File: src/rtl/mc_pkg.sv
// Shared types and encodings for the multi-cycle RV32I control unit.
package mc_pkg;

    typedef enum logic [3:0] {
        StFetch,
        StDecode,
        StMemAdr,
        StMemRead,
        StMemWb,
        StMemWrite,
        StExecR,
        StExecI,
        StAluWb,
        StBranch,
        StIllegal
    } state_e;

    localparam logic [6:0] OpLoad   = 7'b0000011;
    localparam logic [6:0] OpStore  = 7'b0100011;
    localparam logic [6:0] OpRType  = 7'b0110011;
    localparam logic [6:0] OpIType  = 7'b0010011;
    localparam logic [6:0] OpBranch = 7'b1100011;

    typedef enum logic [2:0] {
        AluAdd = 3'b000,
        AluSub = 3'b001,
        AluAnd = 3'b010,
        AluOr  = 3'b011,
        AluSlt = 3'b101
    } alu_ctrl_e;

    typedef enum logic [1:0] {
        AluOpAdd   = 2'b00,
        AluOpSub   = 2'b01,
        AluOpFunct = 2'b10
    } alu_op_e;

    localparam logic [1:0] ImmI = 2'b00;
    localparam logic [1:0] ImmS = 2'b01;
    localparam logic [1:0] ImmB = 2'b10;

    localparam logic [1:0] ResAluOut    = 2'b00;
    localparam logic [1:0] ResData      = 2'b01;
    localparam logic [1:0] ResAluResult = 2'b10;

    localparam logic [1:0] SrcAPc    = 2'b00;
    localparam logic [1:0] SrcAOldPc = 2'b01;
    localparam logic [1:0] SrcARs1   = 2'b10;

    localparam logic [1:0] SrcBRs2  = 2'b00;
    localparam logic [1:0] SrcBImm  = 2'b01;
    localparam logic [1:0] SrcBFour = 2'b10;

    // funct3 values the ALU decoder understands: add/sub, slt, or, and.
    function automatic logic alu_funct3_legal(input logic [2:0] funct3);
        return (funct3 == 3'b000) || (funct3 == 3'b010) ||
               (funct3 == 3'b110) || (funct3 == 3'b111);
    endfunction

endpackage

File: src/rtl/mc_control_if.sv
// Control-unit bundle: instruction fields and status in, datapath controls out.
interface mc_control_if;

    logic [6:0] op;
    logic [2:0] funct3;
    logic       funct7b5;
    logic       Zero;
    logic       mem_ready;

    logic       PCWrite;
    logic       AdrSrc;
    logic       MemWrite;
    logic       IRWrite;
    logic       RegWrite;
    logic [1:0] ResultSrc;
    logic [1:0] ALUSrcA;
    logic [1:0] ALUSrcB;
    logic [1:0] ImmSrc;
    logic [2:0] ALUControl;
    logic       illegal;

    modport master (
        input  op, funct3, funct7b5, Zero, mem_ready,
        output PCWrite, AdrSrc, MemWrite, IRWrite, RegWrite, ResultSrc,
        output ALUSrcA, ALUSrcB, ImmSrc, ALUControl, illegal
    );

    modport slave (
        output op, funct3, funct7b5, Zero, mem_ready,
        input  PCWrite, AdrSrc, MemWrite, IRWrite, RegWrite, ResultSrc,
        input  ALUSrcA, ALUSrcB, ImmSrc, ALUControl, illegal
    );

endinterface

File: src/rtl/mc_control_alu_decoder.sv
// Combinational ALUOp/funct decode to the 3-bit ALUControl code.
module alu_decoder
    import mc_pkg::*;
(
    input  alu_op_e    alu_op_i,
    input  logic [2:0] funct3_i,
    input  logic       op5_i,
    input  logic       funct7b5_i,
    output logic [2:0] alu_control_o
);

    always_comb begin
        alu_control_o = AluAdd;
        case (alu_op_i)
            AluOpAdd: alu_control_o = AluAdd;
            AluOpSub: alu_control_o = AluSub;
            AluOpFunct: begin
                case (funct3_i)
                    // Only R-type may subtract; on I-type bit 30 is immediate data.
                    3'b000:  alu_control_o = (op5_i && funct7b5_i) ? AluSub : AluAdd;
                    3'b010:  alu_control_o = AluSlt;
                    3'b110:  alu_control_o = AluOr;
                    3'b111:  alu_control_o = AluAnd;
                    default: alu_control_o = AluAdd;
                endcase
            end
            default: alu_control_o = AluAdd;
        endcase
    end

endmodule

File: src/rtl/mc_control.sv
// Multi-cycle RV32I control FSM: fetch/decode/execute/memory/writeback sequencing
// with a memory-ready stall and a terminal trap state for unsupported encodings.
module mc_control
    import mc_pkg::*;
(
    input logic          clk,
    input logic          rst,
    mc_control_if.master bus
);

    state_e state_q, state_d;
    state_e decode_next;
    state_e state_out;

    logic       pc_write, ir_write, mem_write, reg_write, illegal_st, adr_src;
    logic [1:0] result_src, src_a, src_b, imm_src;
    logic [2:0] alu_control;
    alu_op_e    alu_op;

    // Full legality check happens here, so later states can trust the fields.
    always_comb begin
        decode_next = StIllegal;
        case (bus.op)
            OpLoad, OpStore: begin
                if (bus.funct3 == 3'b010) decode_next = StMemAdr;
            end
            OpRType: begin
                if (alu_funct3_legal(bus.funct3) && (!bus.funct7b5 || bus.funct3 == 3'b000)) begin
                    decode_next = StExecR;
                end
            end
            OpIType: begin
                if (alu_funct3_legal(bus.funct3)) decode_next = StExecI;
            end
            OpBranch: begin
                if (bus.funct3[2:1] == 2'b00) decode_next = StBranch;
            end
            default: decode_next = StIllegal;
        endcase
    end

    always_comb begin
        state_d = state_q;
        case (state_q)
            StFetch:    if (bus.mem_ready) state_d = StDecode;
            StDecode:   state_d = decode_next;
            StMemAdr:   state_d = bus.op[5] ? StMemWrite : StMemRead;
            StMemRead:  if (bus.mem_ready) state_d = StMemWb;
            StMemWb:    state_d = StFetch;
            StMemWrite: if (bus.mem_ready) state_d = StFetch;
            StExecR:    state_d = StAluWb;
            StExecI:    state_d = StAluWb;
            StAluWb:    state_d = StFetch;
            StBranch:   state_d = StFetch;
            StIllegal:  state_d = StIllegal;
            default:    state_d = StFetch;
        endcase
    end

    always_ff @(posedge clk) begin
        if (rst) begin
            state_q <= StFetch;
        end else begin
            state_q <= state_d;
        end
    end

    // During reset the datapath sees FETCH controls with all writes suppressed.
    always_comb begin
        state_out  = rst ? StFetch : state_q;
        pc_write   = 1'b0;
        ir_write   = 1'b0;
        mem_write  = 1'b0;
        reg_write  = 1'b0;
        illegal_st = 1'b0;
        adr_src    = 1'b0;
        result_src = ResAluOut;
        src_a      = SrcAPc;
        src_b      = SrcBRs2;
        imm_src    = ImmI;
        alu_op     = AluOpAdd;
        case (state_out)
            StFetch: begin
                src_b      = SrcBFour;
                result_src = ResAluResult;
                ir_write   = bus.mem_ready;
                pc_write   = bus.mem_ready;
            end
            StDecode: begin
                src_a   = SrcAOldPc;
                src_b   = SrcBImm;
                imm_src = ImmB;
            end
            StMemAdr: begin
                src_a   = SrcARs1;
                src_b   = SrcBImm;
                imm_src = bus.op[5] ? ImmS : ImmI;
            end
            StMemRead: adr_src = 1'b1;
            StMemWb: begin
                result_src = ResData;
                reg_write  = 1'b1;
            end
            StMemWrite: begin
                adr_src   = 1'b1;
                mem_write = 1'b1;
            end
            StExecR: begin
                src_a  = SrcARs1;
                src_b  = SrcBRs2;
                alu_op = AluOpFunct;
            end
            StExecI: begin
                src_a   = SrcARs1;
                src_b   = SrcBImm;
                imm_src = ImmI;
                alu_op  = AluOpFunct;
            end
            StAluWb: begin
                result_src = ResAluOut;
                reg_write  = 1'b1;
            end
            StBranch: begin
                src_a      = SrcARs1;
                src_b      = SrcBRs2;
                alu_op     = AluOpSub;
                result_src = ResAluOut;
                // funct3[0] distinguishes bne from beq.
                pc_write   = bus.Zero ^ bus.funct3[0];
            end
            StIllegal: illegal_st = 1'b1;
            default: ;
        endcase
    end

    alu_decoder u_alu_decoder (
        .alu_op_i      (alu_op),
        .funct3_i      (bus.funct3),
        .op5_i         (bus.op[5]),
        .funct7b5_i    (bus.funct7b5),
        .alu_control_o (alu_control)
    );

    assign bus.PCWrite    = pc_write & ~rst;
    assign bus.IRWrite    = ir_write & ~rst;
    assign bus.MemWrite   = mem_write & ~rst;
    assign bus.RegWrite   = reg_write & ~rst;
    assign bus.illegal    = illegal_st & ~rst;
    assign bus.AdrSrc     = adr_src;
    assign bus.ResultSrc  = result_src;
    assign bus.ALUSrcA    = src_a;
    assign bus.ALUSrcB    = src_b;
    assign bus.ImmSrc     = imm_src;
    assign bus.ALUControl = alu_control;

endmodule

File: src/flat_wrapper.sv
// flat-port wrapper written by rule: the top's interface ports become plain ports
module mc_control_flat import mc_pkg::*;
  (clk, rst, bus_op, bus_funct3, bus_funct7b5, bus_Zero, bus_mem_ready, bus_PCWrite, bus_AdrSrc, bus_MemWrite, bus_IRWrite, bus_RegWrite, bus_ResultSrc, bus_ALUSrcA, bus_ALUSrcB, bus_ImmSrc, bus_ALUControl, bus_illegal);
  mc_control_if bus_i ();
  input logic clk;
  input logic rst;
  input wire logic [$bits(bus_i.op)-1:0] bus_op;
  input wire logic [$bits(bus_i.funct3)-1:0] bus_funct3;
  input wire logic [$bits(bus_i.funct7b5)-1:0] bus_funct7b5;
  input wire logic [$bits(bus_i.Zero)-1:0] bus_Zero;
  input wire logic [$bits(bus_i.mem_ready)-1:0] bus_mem_ready;
  output wire logic [$bits(bus_i.PCWrite)-1:0] bus_PCWrite;
  output wire logic [$bits(bus_i.AdrSrc)-1:0] bus_AdrSrc;
  output wire logic [$bits(bus_i.MemWrite)-1:0] bus_MemWrite;
  output wire logic [$bits(bus_i.IRWrite)-1:0] bus_IRWrite;
  output wire logic [$bits(bus_i.RegWrite)-1:0] bus_RegWrite;
  output wire logic [$bits(bus_i.ResultSrc)-1:0] bus_ResultSrc;
  output wire logic [$bits(bus_i.ALUSrcA)-1:0] bus_ALUSrcA;
  output wire logic [$bits(bus_i.ALUSrcB)-1:0] bus_ALUSrcB;
  output wire logic [$bits(bus_i.ImmSrc)-1:0] bus_ImmSrc;
  output wire logic [$bits(bus_i.ALUControl)-1:0] bus_ALUControl;
  output wire logic [$bits(bus_i.illegal)-1:0] bus_illegal;
  assign bus_i.op = bus_op;
  assign bus_i.funct3 = bus_funct3;
  assign bus_i.funct7b5 = bus_funct7b5;
  assign bus_i.Zero = bus_Zero;
  assign bus_i.mem_ready = bus_mem_ready;
  assign bus_PCWrite = bus_i.PCWrite;
  assign bus_AdrSrc = bus_i.AdrSrc;
  assign bus_MemWrite = bus_i.MemWrite;
  assign bus_IRWrite = bus_i.IRWrite;
  assign bus_RegWrite = bus_i.RegWrite;
  assign bus_ResultSrc = bus_i.ResultSrc;
  assign bus_ALUSrcA = bus_i.ALUSrcA;
  assign bus_ALUSrcB = bus_i.ALUSrcB;
  assign bus_ImmSrc = bus_i.ImmSrc;
  assign bus_ALUControl = bus_i.ALUControl;
  assign bus_illegal = bus_i.illegal;
  mc_control u_core (.clk(clk), .rst(rst), .bus(bus_i));
endmodule
File: config.mk
export PLATFORM = sky130hd
export DESIGN_NAME = mc_control_flat
export DESIGN_NICKNAME = d
export VERILOG_FILES = /design/src/rtl/mc_pkg.sv /design/src/rtl/mc_control_if.sv /design/src/rtl/mc_control_alu_decoder.sv /design/src/rtl/mc_control.sv /design/src/flat_wrapper.sv
export SDC_FILE = /design/constraint.sdc
export NUM_CORES = 1
export LEC_CHECK = 0
export ABC_AREA = 1
export ABC_CLOCK_PERIOD_IN_PS = 3400
export BUFFER_PORTS_ARGS = -buffer_cell sky130_fd_sc_hd__buf_2
export CAP_MARGIN = 40
export CORE_MARGIN = 1.5
export CORE_UTILIZATION = 52
export CTS_BUF_LIST = sky130_fd_sc_hd__clkbuf_8
export DETAILED_ROUTE_END_ITERATION = 12
export GPL_TIMING_DRIVEN = 0
export PLACE_DENSITY = 0.92
export SLEW_MARGIN = 20
export SYNTH_ARGS = -nofsm -noshare
export SYNTH_HDL_FRONTEND = slang
export SYNTH_HIERARCHICAL = 1
export SYNTH_SLANG_ARGS = --single-unit
export TNS_END_PERCENT = 50
File: constraint.sdc
create_clock -name clk -period 3.4 [get_ports clk]
set_input_delay 0.68 -clock clk [delete_from_list [all_inputs] [get_ports clk]]
set_output_delay 0.68 -clock clk [all_outputs]
set_load 0.005 [all_outputs]
==> metrics.csv, run 1 <==
stage;metric;value;unit
status;status;complete, no violations;
cells_and_area;post-route cell area;918;um^2
clocking;post_cts resized;0;
routing;Via-to-Cell Ratio;5.08;
pwr;Switch Pwr;179;uW
cells_and_area;commonest non-fill, non-tap cell in the layout;nand2_1;
timing;final hold violations;0;
critical_path;startpoint types;input pin;
pwr;Comb pwr share;0.562;
timing;unrepaired setup endpoints after global routing;no;
grt;initial antenna violation count;0;
die;Die H;39.9;um
pwr;Leakage;0.539;nW
clocking;Max Root-Sink Buffers;2;
grt;first-pass GRT wire length;2.99;mm
synth;syn_nets;150;
cells_and_area;Largest regs;u_core/state_q x4;
grt;largest net degree at the start of global routing;11;
timing;Final period util;0.821;
pwr;VDD IR max;0.000395;V
routing;Post-DRT Antenna Nets;0;
cells_and_area;commonest cells after routing, fill and taps aside;nand2_1 (42), buf_2 (31), inv_1 (22);
clocking;number of clock sinks;4;
critical_path;peak fanout along the critical path;10;
timing;minimum clock period;2.79;ns
grt;GRT Resource Usage Total;0.269;
grt;GRT overflow;0;
synth;Yosys cell types;26;
synth;register area share after synthesis;0.113;
die;Initial Util;0.551;
run;total of max-cap violations;0;
cells_and_area;Layout Nets;185;
cells_and_area;Biggest register;u_core/state_q;
timing;final setup fails;0;
clocking;root buffer cell;clkbuf_8;
worst_hold_path;Hold WC Path Type;reg2reg;
critical_path;CP arrival;2.11;ns
timing;slew at the pin closest to its max-slew limit;0.365;ns
critical_path;critical path's top delay family;simple AND/OR/NAND/NOR gates;
die;die span in x;39.9;um
timing;Setup TNS Final;0;ns
clocking;CTS clk-pin slew, worst paths;0.03;ns
clocking;clk_lat worst skew;0.21;ns
synth;FF+latch count, synth;4;
synth;syn avg cell area;5.32;um^2
die;FP Rows;13;
critical_path;CP Cell Sequence;buf_2, nor2_1, nand2_1, nor2_1, inv_1, ha_1, inv_1, nand4_1, nor2_1, buf_2;
pwr;cell internal pwr;220;uW
pwr;Clk pwr share;0.243;
pwr;Switching Share;0.449;
routing;routed wire length;1.79;mm
routing;DRC viols;0;
pwr;Tot Pwr;399;uW
cells_and_area;Largest register FFs;4;
critical_path;critical path data required time;2.72;ns
critical_path;Top cell by count, worst path;nor2_1;
die;total die area;1590;um^2
timing;Slew Limit Headroom;0.755;
critical_path;crit-path max cell delay;0.33;ns
timing;final hold slack;0.549;ns
critical_path;Crit path buffers/inverters;4;
die;core footprint;1280;um^2
pwr;pwr dens;435;nW/um^2
placed_design;Placer Congestion;0.826;
critical_path;Worst Path Class, Setup;in2out;
clocking;Post-CTS Setup Bufs;0;
placed_design;I/O Buffers;30;
clocking;Post-CTS Hold Buffers;0;
cells_and_area;Filler cells;114;
critical_path;slowest stage cell, crit path;ha_1;
clocking;CTS tree;built;
synth;Synth Cell Area;708;um^2
timing;clock skew;0.00236;ns
synth;Synth Warn #;6;
routing;WL/cell;9.91;um
routing;DR iter-0 viols;19;
placed_design;placed wire-length estimate;1.50;mm
grt;vias in the first global route;801;
critical_path;crit path capture type;primary output;
cells_and_area;layout cells sized above 1;0.313;
placed_design;placed cells;178;
placed_design;placed instance area;877;um^2
routing;DRT Pass-1 Iters;4;
clocking;clock buffer count from CTS;3;
die;Top-Level Pins;32;
timing;Slew Limit Fails;0;
routing;vias;919;
cells_and_area;area grow syn2layout;29.7;%
pwr;Sequential Power Share;0.195;
synth;Mapped Cells;133;
timing;FMAX;358;MHz
cells_and_area;Layout Cells excl Fill;181;
cells_and_area;ANT cells;0;
clocking;H-tree depth;1;
cells by family after synthesis:
logic type / Yosys count / share of synthesized area
simple gates: 91 / 0.608
fa+ha+maj: 2 / 0.0353
buf+inv: 26 / 0.145
compound gates: 10 / 0.0989
flops: 4 / 0.113
metrics by stage:
stage                     setup WS (ns)  utilization
after global placement            0.660        0.683
after CTS                         0.597        0.715
after detailed placement          0.594        0.683
final                             0.609        0.715
after global routing              0.432        0.715
after floorplan                   0.851            -
layer usage:
layer  vias to the layer above  wire length, um  share of wire  track usage
met5                         -                0              0            0
met3                         0              127          0.071       0.0682
li1                        485                -              -            -
met4                         0                0              0            0
met2                        36              906           0.51        0.520
met1                       398              761           0.42        0.304
Yosys cell counts:
cell | count | area share
or2_2 | 1 | 0.0088
o21ai_0 | 2 | 0.014
nor2_4 | 2 | 0.032
nand2_4 | 1 | 0.016
a21oi_1 | 3 | 0.021
a21oi_4 | 1 | 0.023
nor2_1 | 18 | 0.095
and3_1 | 1 | 0.0088
inv_2 | 2 | 0.011
inv_1 | 22 | 0.12
nor3_1 | 2 | 0.014
nor4_1 | 1 | 0.0088
ha_1 | 2 | 0.035
a31oi_1 | 2 | 0.018
or3b_1 | 1 | 0.012
nor3_2 | 2 | 0.028
dfxtp_1 | 4 | 0.11
nand2_2 | 1 | 0.0088
nand4_1 | 4 | 0.035
nand3_1 | 9 | 0.064
nor2_2 | 6 | 0.053
o211ai_1 | 1 | 0.011
a31o_2 | 1 | 0.012
buf_4 | 1 | 0.011
buf_2 | 1 | 0.0071
nand2_1 | 42 | 0.22
worst paths after layout:
| check | from | end | slack, ns | depth (start not counted) |
|---|---|---|---|---|
| max reg2reg | u_core/state_q[2] | u_core/state_q[2] | 2.12 | 6 |
| min | u_core/state_q[2] | u_core/state_q[2] | 0.55 | 2 |
| min reg2reg | u_core/state_q[2] | u_core/state_q[2] | 0.55 | 2 |
| max | rst | bus_ALUControl[2] | 0.61 | 10 |
power groups by stage:
stage	logic [mW]	clock network, mW	registers (mW)
final	0.225	0.0969	0.0778
after global routing	0.249	0.109	0.0794
after CTS	0.224	0.100	0.0770
after detailed placement	0.223	0	0.0776
after global placement	0.217	0	0.0776
after floorplan	0.158	0	0.0744
layout make-up:
class	instances	area [um^2]	share of cell area
buffer	2	12.5	0.0136
clock buffer	3	41.3	0.0450
inverter	24	90.1	0.0981
multi-input combinational	103	526	0.572
sequential	4	80.1	0.0872
tap	15	18.8	0.0204
timing repair buffer	30	150	0.163
worst register-to-register path, delay by kind of cell, from the launching register on:
kind            cells  cell delay (ns)
simple gates        5             0.58
flops               1             0.35
compound gates      1             0.23
(Power assumes the default switching activity.)
==> run 2, diff against run 1 <==
--- a/config.mk
+++ b/config.mk
@@ -6,15 +6,15 @@
 export NUM_CORES = 1
 export LEC_CHECK = 0
 export ABC_AREA = 1
-export ABC_CLOCK_PERIOD_IN_PS = 3400
+export ABC_CLOCK_PERIOD_IN_PS = 2800
 export BUFFER_PORTS_ARGS = -buffer_cell sky130_fd_sc_hd__buf_2
 export CAP_MARGIN = 40
 export CORE_MARGIN = 1.5
-export CORE_UTILIZATION = 52
+export CORE_UTILIZATION = 48
 export CTS_BUF_LIST = sky130_fd_sc_hd__clkbuf_8
 export DETAILED_ROUTE_END_ITERATION = 12
 export GPL_TIMING_DRIVEN = 0
-export PLACE_DENSITY = 0.92
+export PLACE_DENSITY = 0.86
 export SLEW_MARGIN = 20
 export SYNTH_ARGS = -nofsm -noshare
 export SYNTH_HDL_FRONTEND = slang
==> constraint.sdc (replaced) <==
create_clock -name clk -period 2.8 [get_ports clk]
set_input_delay 0.56 -clock clk [delete_from_list [all_inputs] [get_ports clk]]
set_output_delay 0.56 -clock clk [all_outputs]
set_load 0.005 [all_outputs]
==> run 2 against run 1 <==
- setup slack worse by 0.38 ns
- non-clock buffer count stayed put
- wire length is 1.5% lower
- final area stayed put
- critical endpoint is now bus_ALUControl[0]
- largest power group unchanged
==> metrics.csv, run 2 (synthesis gave the netlist of run 1 again) <==
stage;metric;value;unit
worst_hold_path;WHS Endpoint;u_core/state_q[2];
critical_path;crit path capture type;primary output;
die;Top-Level Pins;32;
critical_path;peak fanout along the critical path;10;
critical_path;Critical path origin;rst;
timing;final worst slack;0.226;ns
cells_and_area;register area;80.1;um^2
routing;DRT Pass-1 Iters;6;
cells_and_area;commonest non-fill, non-tap cell in the layout;nand2_1;
clocking;H-tree depth;1;
pwr;pwr dens;529;nW/um^2
routing;DR iter-0 viols;27;
routing;vias;882;
routing;Post-DRT Antenna Nets;0;
critical_path;startpoint types;input pin;
critical_path;Worst R2R Start;u_core/state_q[2];
grt;first-pass GRT wire length;3.04;mm
critical_path;CP Cell Sequence;buf_2, nor2_1, nand2_1, nor2_1, inv_1, ha_1, inv_1, nand4_1, nand3_1, buf_2;
clocking;clk_lat worst skew;0.22;ns
placed_design;I/O Buffers;30;
critical_path;Crit path buffers/inverters;4;
cells_and_area;area grow syn2layout;29.7;%
critical_path;crit-path max cell delay;0.33;ns
worst_hold_path;hold depth;2;
placed_design;placed wire-length estimate;1.46;mm
critical_path;Worst Path Class, Setup;in2out;
cells_and_area;Largest register FFs;4;
die;total die area;1710;um^2
routing;routed wire length;1.77;mm
cells_and_area;commonest cells after routing, fill and taps aside;nand2_1 (42), buf_2 (31), inv_1 (22);
grt;initial antenna violation count;0;
cells_and_area;area of the multi-input gates;526;um^2
grt;GRT Resource Usage Total;0.220;
critical_path;reg2reg setup slack;1.52;ns
clocking;CTS tree;built;
worst_hold_path;Hold WC Path Type;reg2reg;
timing;final setup fails;0;
pwr;VDD IR max;0.000302;V
timing;Slew Limit Headroom;0.749;
grt;vias in the first global route;748;
timing;slew at the pin closest to its max-slew limit;0.373;ns
routing;Via-to-Cell Ratio;4.87;
timing;FMAX;388;MHz
timing;Slew Limit Fails;0;
grt;GRT overflow;0;
clocking;Post-CTS Setup Bufs;0;
timing;minimum clock period;2.57;ns
clocking;clock buffer count from CTS;3;
cells_and_area;Layout Nets;185;
placed_design;placed cells;178;
run;total of max-cap violations;0;
status;status;complete, no violations;
clocking;Post-CTS Hold Buffers;0;
worst_hold_path;Hold Crit Start;u_core/state_q[2];
placed_design;Placer Congestion;0.916;
timing;Final period util;0.919;
die;core footprint;1330;um^2
critical_path;Worst Reg-to-Reg Cells;6;
die;die span in x;41.4;um
clocking;number of clock sinks;4;
critical_path;R2R Path End;u_core/state_q[0];
cells_and_area;Largest regs;u_core/state_q x4;
placed_design;worst slack, placed;0.226;ns
routing;DRC viols;0;
timing;clock skew;0.00126;ns
die;Initial Util;0.531;
placed_design;placed instance area;877;um^2
cells_and_area;post-route cell area;918;um^2
die;FP Rows;13;
clocking;post_cts resized;0;
timing;Setup TNS Final;0;ns
critical_path;Crit path depth;10;
cells_and_area;Biggest register;u_core/state_q;
die;Die H;41.4;um
timing;final hold violations;0;
cells_and_area;layout cells sized above 1;0.313;
clocking;root buffer cell;clkbuf_8;
clocking;CTS clk-pin slew, worst paths;0.03;ns
cells_and_area;Core Util, Final;0.689;
timing;unrepaired setup endpoints after global routing;no;
cells_and_area;Layout Cells excl Fill;181;
routing;WL/cell;9.76;um
cells_and_area;ANT cells;0;
critical_path;slowest stage cell, crit path;ha_1;
critical_path;CP arrival;2.01;ns
clocking;Max Root-Sink Buffers;2;
grt;largest net degree at the start of global routing;11;
critical_path;critical path data required time;2.24;ns
critical_path;critical path's top delay family;simple AND/OR/NAND/NOR gates;
cells_and_area;Filler cells;135;
pwr;Leakage;0.539;nW
==> run 2: cell counts in the layout (fill, tap and decap cells not counted) <==
Identical to the previous run, type by type.
==> run 2: worst max-delay path by stage <==
stage               slack [ns]                 to
floorplan                 0.49  bus_ALUControl[2]
global placement          0.29  bus_ALUControl[2]
detailed placement        0.23  bus_ALUControl[0]
CTS                       0.23  bus_ALUControl[0]
global route             0.002  bus_ALUControl[0]
finish                    0.23  bus_ALUControl[0]
==> run 2: worst reg2reg max path, cell delays in order, from the launching register on <==
cell     delay [ns]
dfxtp_1        0.36
nor2_2         0.20
nand2_1        0.20
a21oi_4        0.23
nor2_2         0.06
nand2_1        0.07
nand2_1        0.05
==> run 2: metal layers <==
layer	vias to the layer above	wire length, um	global-route usage
li1	485	-	-
met1	369	835	0.288
met2	28	814	0.359
met3	0	117	0.0652
met4	0	0	0.0387
met5	-	0	0
==> run 2: final cells by class <==
type | instances | area share
clock buffers | 3 | 0.0450
plain buffers | 2 | 0.0136
multi-input cells | 103 | 0.572
well taps | 15 | 0.0204
inverters | 24 | 0.0981
repair buffers | 30 | 0.163
flip-flops and latches | 4 | 0.0872
==> run 2: through the flow <==
stage | hold WS, ns | power (mW)
6_report | 0.561 | 0.486
5_1_grt | 0.584 | 0.532
4_1_cts | 0.560 | 0.487
3_5_place_dp | 0.553 | 0.363
3_3_place_gp | 0.543 | 0.359
2_1_floorplan | 0.517 | 0.282
==> run 2: where the power goes <==
group / switching (mW) / leakage (nW) / internal, mW
Clock: 0.0293 / 0.0216 / 0.0916
Combinational: 0.167 / 0.484 / 0.103
Sequential: 0.0220 / 0.0328 / 0.0732
